**src/rtl/dist_sqrt_arbiter_pkg.sv**
```systemverilog
// tsp_arb_pkg: shared widths, FSM state type and round-robin helpers for dist_sqrt_arbiter
//   tag_w(n)   tag width $clog2(n) (min 1) -> TAG_W
//   cnt_w(d)   in-flight counter width $clog2(d)+1 -> CNT_W
//   state_t    {RUN, DRAIN}
//   onehot(i)  8-bit one-hot of a 3-bit index
//   rr_pick    {found, index} of first set bit of v at or above ptr, modulo n
package tsp_arb_pkg;
  localparam int MAX_NREQ = 8;
  typedef enum logic {RUN, DRAIN} state_t;
  function automatic int tag_w(input int n);
    return (n > 1) ? $clog2(n) : 1;
  endfunction
  function automatic int cnt_w(input int d);
    return $clog2(d) + 1;
  endfunction
  function automatic logic [MAX_NREQ-1:0] onehot(input logic [2:0] i);
    return MAX_NREQ'(1) << i;
  endfunction
  function automatic logic [3:0] rr_pick(input logic [MAX_NREQ-1:0] v, input logic [2:0] ptr, input int n);
    logic [3:0] r;
    logic [2:0] idx;
    r = '0;
    // walk downward so the smallest offset from ptr is the last one written
    for (int k = MAX_NREQ - 1; k >= 0; k--) begin
      idx = 3'((int'(ptr) + k) % n);
      if (k < n && v[idx]) r = {1'b1, idx};
    end
    return r;
  endfunction
endpackage

```
**src/rtl/dist_sqrt_arbiter_sync_tag_fifo.sv**
```systemverilog
// sync_tag_fifo: synchronous in-order FIFO of requester tags
//   clk, rst         clock, sync active-high reset
//   push, din        write din when not full
//   pop, dout        dout is the head entry; pop removes it when not empty
//   count, full, empty  occupancy status
module sync_tag_fifo #(
  parameter int W = 2,
  parameter int DEPTH = 16
) (
  input  logic                   clk,
  input  logic                   rst,
  input  logic                   push,
  input  logic [W-1:0]           din,
  input  logic                   pop,
  output logic [W-1:0]           dout,
  output logic [$clog2(DEPTH):0] count,
  output logic                   full,
  output logic                   empty
);
  localparam int AW = (DEPTH > 1) ? $clog2(DEPTH) : 1;
  localparam int CW = $clog2(DEPTH) + 1;
  logic [W-1:0] mem [DEPTH];
  logic [AW-1:0] wr_ptr, rd_ptr;
  logic wr, rd;
  always_comb begin
    full = count == CW'(DEPTH);
    empty = count == '0;
    wr = push && !full;
    rd = pop && !empty;
    dout = mem[rd_ptr];
  end
  always_ff @(posedge clk) begin
    if (rst) begin
      wr_ptr <= '0;
      rd_ptr <= '0;
      count <= '0;
    end else begin
      if (wr) wr_ptr <= (wr_ptr == AW'(DEPTH - 1)) ? '0 : wr_ptr + 1'b1;
      if (rd) rd_ptr <= (rd_ptr == AW'(DEPTH - 1)) ? '0 : rd_ptr + 1'b1;
      count <= count + CW'(wr) - CW'(rd);
    end
  end
  always_ff @(posedge clk) begin
    if (wr) mem[wr_ptr] <= din;
  end
endmodule

```
**src/rtl/dist_sqrt_arbiter.sv**
```systemverilog
// dist_sqrt_arbiter: round-robin sharing of one in-order sqrt core among NREQ requesters
//   clk, rst              clock, sync active-high reset
//   req_valid/req_data    per-requester squared distances (packed, PRECISION each)
//   req_ready             combinational one-hot grant
//   sqrt_inp_valid/_inp   registered drive of the core input
//   sqrt_out_valid/_out   core result
//   rsp_valid/rsp_data    one-hot result strobe and shared result bus
//   drain_req, idle       stop granting / drained indication
//   protocol_err          sticky: core result arrived with nothing in flight
//   SQRT_ARB_STATS_EN adds stats_grants (16-bit saturating per requester) and stats_hwm
module dist_sqrt_arbiter
  import tsp_arb_pkg::*;
#(
  parameter int NREQ = 4,
  parameter int PRECISION = 32,
  parameter int OUT_W = 24,
  parameter int MAX_INFLIGHT = 16
) (
  input  logic                      clk,
  input  logic                      rst,
  input  logic [NREQ-1:0]           req_valid,
  input  logic [NREQ*PRECISION-1:0] req_data,
  output logic [NREQ-1:0]           req_ready,
  output logic                      sqrt_inp_valid,
  output logic [PRECISION-1:0]      sqrt_inp,
  input  logic                      sqrt_out_valid,
  input  logic [OUT_W-1:0]          sqrt_out,
  output logic [NREQ-1:0]           rsp_valid,
  output logic [OUT_W-1:0]          rsp_data,
  input  logic                      drain_req,
  output logic                      idle,
  output logic                      protocol_err
`ifdef SQRT_ARB_STATS_EN
  ,
  output logic [NREQ*16-1:0]                   stats_grants,
  output logic [cnt_w(MAX_INFLIGHT)-1:0]       stats_hwm
`endif
);
  localparam int TAG_W = tag_w(NREQ);
  localparam int CNT_W = cnt_w(MAX_INFLIGHT);
  state_t state;
  logic [TAG_W-1:0] rr_ptr, tag;
  logic [CNT_W-1:0] count;
  logic [3:0] pick;
  logic [2:0] g;
  logic [MAX_NREQ-1:0] oh_g, oh_t;
  logic [PRECISION-1:0] sel;
  logic found, grant, pop, full, empty;
  always_comb begin
    pick = rr_pick(MAX_NREQ'(req_valid), 3'(rr_ptr), NREQ);
    found = pick[3];
    g = pick[2:0];
    // full is the registered occupancy, so a same-cycle pop cannot open a slot
    grant = !rst && state == RUN && !full && found;
    oh_g = onehot(g);
    oh_t = onehot(3'(tag));
    req_ready = grant ? oh_g[NREQ-1:0] : '0;
    pop = sqrt_out_valid && !empty;
    sel = req_data[int'(g)*PRECISION +: PRECISION];
  end
  sync_tag_fifo #(.W(TAG_W), .DEPTH(MAX_INFLIGHT)) u_tags (
    .clk(clk),
    .rst(rst),
    .push(grant),
    .din(g[TAG_W-1:0]),
    .pop(pop),
    .dout(tag),
    .count(count),
    .full(full),
    .empty(empty)
  );
  always_ff @(posedge clk) begin
    if (rst) begin
      state <= RUN;
      rr_ptr <= '0;
      sqrt_inp_valid <= 1'b0;
      sqrt_inp <= '0;
      rsp_valid <= '0;
      rsp_data <= '0;
      idle <= 1'b0;
      protocol_err <= 1'b0;
    end else begin
      state <= drain_req ? DRAIN : RUN;
      idle <= state == DRAIN && count == '0;
      sqrt_inp_valid <= grant;
      if (grant) begin
        sqrt_inp <= sel;
        rr_ptr <= (int'(g) == NREQ - 1) ? '0 : TAG_W'(g + 3'd1);
      end
      rsp_valid <= pop ? oh_t[NREQ-1:0] : '0;
      if (pop) rsp_data <= sqrt_out;
      if (sqrt_out_valid && empty) protocol_err <= 1'b1;
    end
  end
`ifdef SQRT_ARB_STATS_EN
  always_ff @(posedge clk) begin
    if (rst) begin
      stats_grants <= '0;
      stats_hwm <= '0;
    end else begin
      for (int i = 0; i < NREQ; i++)
        if (req_ready[i] && stats_grants[i*16 +: 16] != 16'hffff)
          stats_grants[i*16 +: 16] <= stats_grants[i*16 +: 16] + 16'd1;
      if (count > stats_hwm) stats_hwm <= count;
    end
  end
`endif
endmodule

```
**config.mk**
```make
export PLATFORM = sky130hd
export DESIGN_NAME = dist_sqrt_arbiter
export DESIGN_NICKNAME = d
export VERILOG_FILES = /design/src/rtl/dist_sqrt_arbiter_pkg.sv /design/src/rtl/dist_sqrt_arbiter_sync_tag_fifo.sv /design/src/rtl/dist_sqrt_arbiter.sv
export SDC_FILE = /design/constraint.sdc
export NUM_CORES = 1
export LEC_CHECK = 0
export ABC_AREA = 1
export CAP_MARGIN = 10
export CORE_ASPECT_RATIO = 0.6
export CORE_MARGIN = 3
export CORE_UTILIZATION = 49
export CTS_BUF_LIST = sky130_fd_sc_hd__clkbuf_8
export DETAILED_ROUTE_END_ITERATION = 8
export GPL_TIMING_DRIVEN = 0
export HOLD_SLACK_MARGIN = 0.08
export PLACE_DENSITY = 0.89
export REMOVE_ABC_BUFFERS = 1
export SLEW_MARGIN = 5
export SYNTH_ARGS = -nofsm -noshare
export SYNTH_HDL_FRONTEND = slang
export SYNTH_SLANG_ARGS = --single-unit
```
**constraint.sdc**
```tcl
create_clock -name clk -period 4.3 [get_ports clk]
set_input_delay 0.645 -clock clk [delete_from_list [all_inputs] [get_ports clk]]
set_output_delay 0.645 -clock clk [all_outputs]
set_load 0.02 [all_outputs]
```
==> results of run 1 <==
-- power groups by stage --
stage | logic, mW | registers (mW) | clock network [mW]
2_1_floorplan | 1.60 | 1.84 | 0
3_3_place_gp | 2.87 | 1.62 | 0
3_5_place_dp | 2.98 | 1.63 | 0
4_1_cts | 3.07 | 1.61 | 1.16
5_1_grt | 3.45 | 1.66 | 1.22
6_report | 3.16 | 1.62 | 1.16
-- registers in the layout (all words and copies together) (netlist names), named ones only --
register and count:
sqrt_inp 32, u_tags.mem 32, rsp_data 24, u_tags.count 5
rsp_valid 4, u_tags.rd_ptr 4, u_tags.wr_ptr 4, rr_ptr 2
idle 1, protocol_err 1, sqrt_inp_valid 1, state 1
-- final cells by class --
| cell class | count | area share [%] |
|---|---|---|
| multi-input combinational | 559 | 32.4 |
| sequential | 115 | 30.6 |
| timing repair buffer | 231 | 27.5 |
| clock buffer | 17 | 2.73 |
| clock inverter | 15 | 2.55 |
| tap | 160 | 2.33 |
| inverter | 42 | 1.85 |
-- worst max path at each step --
stage                      endpoint  slack, ps  depth (start not counted)
finish                 req_ready[0]        120                         14
global route           req_ready[3]        -20                         13
CTS                    req_ready[3]         20                         12
detailed placement     req_ready[0]       -940                         13
global placement    u_tags.count[4]      -3030                         13
floorplan           u_tags.count[4]       -140                         12
-- timing repair --
| item | CTS | global route |
|---|---|---|
| setup endpoints to repair | 4 | 4 |
| gates cloned | 1 | 2 |
| resized for setup | 5 | 4 |
| pin swaps | 0 | 2 |
| setup buffers | 0 | 1 |
-- placed cells by master, fill, tap and decap left out, types with 2 or more instances in the layout --
master,n
clkinv_4,4
o211ai_1,4
inv_2,2
nor2_1,104
inv_1,39
nor3_1,5
o21ai_1,2
nand4_1,2
o21ai_0,47
clkbuf_8,17
xnor2_1,2
nand2_1,131
inv_6,6
dfxtp_1,82
ha_1,15
nand3_2,2
edfxtp_1,32
bufinv_16,4
buf_12,3
mux2i_1,4
nand2_4,2
nand2_8,2
nand3_1,206
clkdlybuf4s50_1,226
o221ai_1,4
nand2_2,10
a21oi_1,8
-- worst max-delay path: cells and delay by family --
| kind | cells | cell delay [ps] |
|---|---|---|
| buf+inv | 6 | 1540 |
| simple gates | 6 | 1070 |
| fa+ha+maj | 1 | 150 |
| compound gates | 1 | 90 |
-- routing by layer --
| layer | global-route usage (%) | part of all wire, % |
|---|---|---|
| met1 | 35.9 | 41 |
| met2 | 45.3 | 47 |
| met3 | 8.72 | 9.2 |
| met4 | 8.84 | 2.6 |
| met5 | 0 | 0 |
-- metrics by stage --
stage	std cells	area [sq um]
2_1_floorplan	713	5480
3_3_place_gp	1099	7950
3_5_place_dp	1103	8040
4_1_cts	1136	8540
5_1_grt	1139	8580
6_report	1139	8580
-- cells by family after synthesis --
kind of cell | after synthesis
xor gates and xnor gates | 3
muxes | 4
AOI/OAI and AO/OA | 68
and+or+nand+nor | 465
adders and majority gates | 16
buffers and inverters | 95
DFF | 115
==> metrics.yaml, run 1 <==
synth.distinct_cells: 33
critical_path_class: "in2out"
seqPwrFrac_pct: 27.3
ys.flop_type: "dfxtp_1"
dieArea_sq_mm: 0.0132
whs_ps: 443
initial_utilization_pct: 50.8
seq_area_frac_synth_pct: 45.3
coreArea_sq_mm: 0.0114
cpMostUsedCell: "inv_1"
synth_async_sr_flop_share_pct: 0
drive_gt1_share_pct: 6.23
pwr-share-clk_pct: 19.5
cp-start-kind: "primary input"
grt_pass1_wl_mm: 29.7
hold_depth: 2
synthMuxAreaShare_pct: 0.691
end_kind: "primary output"
post-route-period-util_pct: 97.2
cp.required_ps: 3650
ys_top_cells_by_area: "dfxtp_1, nand3_1, edfxtp_1"
p_switching_mw: 2.68
synth_common_cells: "nand3_1, nand2_1, nor2_1, dfxtp_1, o21ai_0"
fin_util_pct: 75.2
critPathArrivalTime_ps: 3530
synth-simple-area-share_pct: 35.4
r2r_cells: 16
reg2reg_to: "u_tags.count[4]"
power_mw: 5.94
root_buffer: "clkbuf_8"
outcome: "complete, no violations"
cts_sinks: 115
clock_latency_ps: 440
die_y_um: 90.2
io_pins: 227
grt_antenna_before_repair: 0
crit_start: "req_valid[2]"
synth_largest_area_cell: "dfxtp_1"
path_max_fanout: 42
synth_xor_area_share_pct: 0.454
clock_skew_ps: 14.3
tns_ps: 0
viasPerCell: 5.43
synthAdderAreaFrac_pct: 3.59
peakVddDrop_v: 0.000441
dr.first_iter.drc_count: 455
switching_share_pct: 45.1
multi_input_area_sq_mm: 0.00278
worstHoldStart: "state"
syn_inst: 766
synth_top_family_by_area: "simple AND/OR/NAND/NOR gates"
cts_buffers: 17
place.gp.congestion: 0.859
drtAntennaViolNets: 0
first_pass_iters: 7
die_w_um: 146
grt_use_total_pct: 27.9
synth-compound-area-share_pct: 6.48
synth_area_sq_mm: 0.00579
grt_max_degree: 67
clockBufferDepth: 2
power_density_mw_per_mm2: 693
yosysWarnings: 0
routed_wirelength_mm: 19.3
maxSlewViolCount: 0
p_comb_share_pct: 53.2
area.sequential_sq_mm: 0.00263
num-nets-final: 1142
port-buffer-count: 226
min_to: "idle"
crit_chain: "clkdlybuf4s50_1, inv_1, o21ai_0, nand2_1, nand2_1, inv_1, nand2_2, nand2_8, nand2_8, inv_1, ha_1, inv_1, nor2_1, clkdlybuf4s50_1"
grt_pass1_vias: 5831
drc: 0
min_path_type: "reg2reg"
pre_cts_slack_ps: -940
yosysMostFrequentCell: "nand3_1"
max_stage_delay_ps: 630
setup_ws_ps: 122
post-route-min-period_ps: 4180
clk_pin_slew_ps: 80
htreeDepth: 4
synth_top_area_share_pct: 28.7
cts-hold-fix-buffers: 0
synth_edf_count: 32
num_vias: 6184
maxSlewHeadroom_pct: 37.8
r2r-start: "u_tags.count[2]"
setup_viol: 0
cap_viol_max_count: 0
avgRoutedWirePerCell_um: 16.9
leakage_nw: 3.51
internal_power_mw: 3.26
clock.fmax_mhz: 239
row_count: 30
area_growth_pct: 48.1
final_hold_viol_count: 0
r2r_slack_ps: 520
antenna_cells: 0
dp_hpwl_mm: 12.3
n_fill_cell: 851
worst_path_max_delay_cell: "clkdlybuf4s50_1"
gr-total-overflow: 0
synth-seq-cells: 115
syn_avg_cell_area_sq_um: 7.56
tritoncts: "yes"
tightestPinTransition_ps: 931
Note: power is estimated with default switching activity, not from simulation.
==> run 2, diff against run 1 <==
clock period = 5.3 ns   (was 4.3 ns; I/O delays follow)
==> metrics.yaml, run 2 (synthesized netlist as in run 1, its figures left out) <==
outcome: "complete, no violations"
dp.cells: 1103
final_hold_viol_count: 0
io_pins: 227
stdcell_count: 1136
drive_gt1_share_pct: 5.53
final_cell_mix: "clkdlybuf4s50_1, nand3_1, nand2_1, nor2_1, dfxtp_1"
final_common_cell: "clkdlybuf4s50_1"
n_fill_cell: 853
critPathArrivalTime_ps: 4090
power_density_mw_per_mm2: 556
min_path_type: "reg2reg"
grt_antenna_before_repair: 0
cts_sinks: 115
tightestPinTransition_ps: 928
gr-total-overflow: 0
cts_buffers: 17
port-buffer-count: 226
dp_hpwl_mm: 12.3
antenna_cells: 0
coreArea_sq_mm: 0.0114
maxSlewViolCount: 0
routed_wirelength_mm: 18.5
dr.first_iter.drc_count: 464
clock_skew_ps: 13.8
grt_pass1_vias: 5729
clockBufferDepth: 2
dieArea_sq_mm: 0.0132
area_growth_pct: 47.5
grt_use_total_pct: 27.4
setup_ws_ps: 412
whs_ps: 444
fin_util_pct: 74.9
post-route-period-util_pct: 92.2
path_max_fanout: 84
power_mw: 4.75
grt_max_degree: 85
clock.fmax_mhz: 205
grt_pass1_wl_mm: 29.2
pre_cts_slack_ps: -240
die_y_um: 90.2
critical_path_class: "in2out"
clock_latency_ps: 440
initial_utilization_pct: 50.8
leakage_nw: 3.50
num-nets-final: 1139
postCtsSetupBuffers: 0
clk_pin_slew_ps: 80
place.gp.congestion: 0.859
die_w_um: 146
place_area_sq_mm: 0.00804
largestRegisters: "sqrt_inp (32), u_tags.mem (32), rsp_data (24)"
avgRoutedWirePerCell_um: 16.3
viasPerCell: 5.36
final_cell_area_sq_mm: 0.00855
tritoncts: "yes"
num_vias: 6088
drc: 0
setup_viol: 0
rsz0062_at_grt: "no"
htreeDepth: 4
post-route-min-period_ps: 4890
cp-start-kind: "primary input"
first_pass_iters: 6
tns_ps: 0
maxSlewHeadroom_pct: 38.0
peakVddDrop_v: 0.000370
cap_viol_max_count: 0
cp.required_ps: 4510
row_count: 30
end_kind: "primary output"
root_buffer: "clkbuf_8"
drtAntennaViolNets: 0
run 2: cell type report:
cell class / count / area, sq um / area share [%]
timing repair buffer: 231 / 2380 / 27.8
inverter: 42 / 159 / 1.86
sequential: 115 / 2620 / 30.7
tap: 160 / 200 / 2.34
clock buffer: 17 / 234 / 2.74
clock inverter: 15 / 219 / 2.56
multi-input combinational: 556 / 2730 / 32.0
run 2: power breakdown:
| part | total (mW) | internal, mW | switching (mW) |
|---|---|---|---|
| Clock | 0.937 | 0.527 | 0.410 |
| Sequential | 1.31 | 1.17 | 0.137 |
| Combinational | 2.51 | 0.961 | 1.54 |
| Total | 4.75 | 2.66 | 2.09 |
run 2: path summary, 6_finish.rpt:
check | start | to | slack (ps) | cells past startpoint
max | req_valid[3] | req_ready[0] | 410 | 14
min | state | idle | 440 | 2
max reg2reg | u_tags.count[2] | u_tags.count[4] | 1530 | 16
min reg2reg | state | idle | 440 | 2
run 2: metal layers:
layer | up-vias | global-route usage (%) | share of wire [%]
met5 | - | 0 | 0
met4 | 0 | 8.06 | 2.3
met3 | 34 | 8.66 | 8.8
met2 | 274 | 44.7 | 48
met1 | 2804 | 35.1 | 41
li1 | 2976 | - | -
run 2: worst max-delay path, stage by stage:
cell             delay [ps]
clkdlybuf4s50_1         420
nand2_1                  70
o21ai_0                 100
nand2_1                 180
nand2_1                  90
inv_1                   140
nand2_1                 110
nand2_4                 520
nand2_8                 510
inv_1                   210
ha_1                    160
inv_1                    40
nor2_1                   90
clkdlybuf4s50_1         630
run 2: timing repair:
item / 4_1_cts / 5_1_grt
setup endpoints to repair: 4 / 1
pin swaps: 0 / 0
hold buffers: 0 / 0
endpoints found under the hold margin: 0 / 0
gates resized for setup: 2 / 1
==> run 3, diff against run 2 <==
PLACE_DENSITY = 0.87   (was 0.89)
==> metrics.yaml, run 3 (synthesized netlist as in run 1, its figures left out) <==
critPathArrivalTime_ps: 4080
clock.fmax_mhz: 205
r2r_slack_ps: 1470
gr-total-overflow: 0
die_y_um: 90.2
initial_utilization_pct: 50.8
io_pins: 227
peakVddDrop_v: 0.000373
fin_util_pct: 74.3
clockBufferDepth: 2
rsz0062_at_grt: "no"
row_count: 30
grt_pass1_wl_mm: 27.7
cp-start-kind: "primary input"
coreArea_sq_mm: 0.0114
grt_use_total_pct: 25.9
cap_viol_max_count: 0
dieArea_sq_mm: 0.0132
whs_ps: 449
leakage_nw: 3.48
critPathBufInv: 6
r2r_cells: 16
num-nets-final: 1139
htreeDepth: 4
outcome: "complete, no violations"
cts-hold-fix-buffers: 0
avgRoutedWirePerCell_um: 15.7
grt_antenna_before_repair: 0
critical_path.top_delay_family: "buffers and inverters"
tritoncts: "yes"
setup_viol: 0
viasPerCell: 5.29
min_to: "idle"
drive_gt1_share_pct: 5.43
drtAntennaViolNets: 0
n_fill_cell: 866
cp.required_ps: 4510
critical_path_class: "in2out"
post-route-period-util_pct: 91.9
clock_latency_ps: 430
die_w_um: 146
grt_max_degree: 85
max_stage_delay_ps: 600
min_path_type: "reg2reg"
cts_buffers: 17
r2r-start: "u_tags.count[2]"
worstHoldStart: "state"
clk_pin_slew_ps: 70
place.gp.congestion: 0.825
power_density_mw_per_mm2: 543
clock_skew_ps: 16.0
area_growth_pct: 46.4
dr.first_iter.drc_count: 471
place_area_sq_mm: 0.00804
largestRegisters: "sqrt_inp (32), u_tags.mem (32), rsp_data (24)"
grt_pass1_vias: 5497
path_max_fanout: 84
dp_hpwl_mm: 12.2
antenna_cells: 0
final_common_cell: "clkdlybuf4s50_1"
maxSlewViolCount: 0
final_hold_viol_count: 0
crit_start: "req_valid[3]"
routed_wirelength_mm: 17.9
first_pass_iters: 7
cpMostUsedCell: "inv_1"
drc: 0
root_buffer: "clkbuf_8"
port-buffer-count: 226
cts_sinks: 115
reg2reg_to: "u_tags.count[4]"
num_vias: 6009
final_cell_area_sq_mm: 0.00848
end_kind: "primary output"
post-route-min-period_ps: 4870
worst_path_max_delay_cell: "clkdlybuf4s50_1"
final_cell_mix: "clkdlybuf4s50_1, nand3_1, nand2_1, nor2_1, dfxtp_1"
tns_ps: 0
crit_chain: "clkdlybuf4s50_1, inv_1, o21ai_2, nand2_1, nand3_2, nand3_2, buf_12, nand2_8, inv_1, ha_1, inv_1, nor2_1, clkdlybuf4s50_1"
maxSlewHeadroom_pct: 35.8
power_mw: 4.61
hold_depth: 2
tightestPinTransition_ps: 960
==> run 3: final cells by class <==
cell class | instances | area [sq um] | area share [%]
Inverter | 42 | 159 | 1.87
Clock buffer | 18 | 248 | 2.92
Clock inverter | 14 | 150 | 1.77
Tap cell | 160 | 200 | 2.36
Timing Repair Buffer | 231 | 2380 | 28.0
Multi-Input combinational cell | 556 | 2730 | 32.1
Sequential cell | 115 | 2620 | 30.9
==> run 3: how the worst max path moves through the flow <==
stage,slack [ps],to,depth (start not counted)
after CTS,80,req_ready[0],13
final,430,req_ready[0],13
after detailed placement,-270,req_ready[0],13
after floorplan,710,u_tags.count[4],12
after global placement,-2080,u_tags.count[4],13
after global routing,160,req_ready[3],13
==> run 3: worst min-delay path, delay by kind of cell, from the launching register on <==
kind | cells | cell delay, ps
flip-flops | 1 | 300
buffers and inverters | 1 | 60
AND/OR/NAND/NOR | 1 | 50
==> run 3: per-layer routing <==
metal	wire [um]	share of wire [%]	global-route usage [%]
met5	0	0	0
met4	232	1.3	6.96
met3	1570	8.8	7.56
met2	8300	47	40.9
met1	7740	43	34.9
==> run 3: per-stage QoR <==
| step | setup slack, ps | cells |
|---|---|---|
| after floorplan | 710 | 713 |
| after global placement | -2080 | 1099 |
| after detailed placement | -272 | 1103 |
| after CTS | 83.6 | 1135 |
| after global routing | 161 | 1136 |
| final | 430 | 1136 |
==> run 3: report_power, final <==
part	total [mW]	internal [mW]	switching [mW]	leakage (nW)
registers	1.31	1.17	0.133	0.979
clock network	0.826	0.437	0.390	0.206
logic	2.48	0.955	1.52	2.29
==> run 3: timing repair <==
action	4_1_cts	5_1_grt
pin swaps	0	0
cloned	0	0
setup buffers	0	0
resized for setup	1	1
setup endpoints to repair	4	4
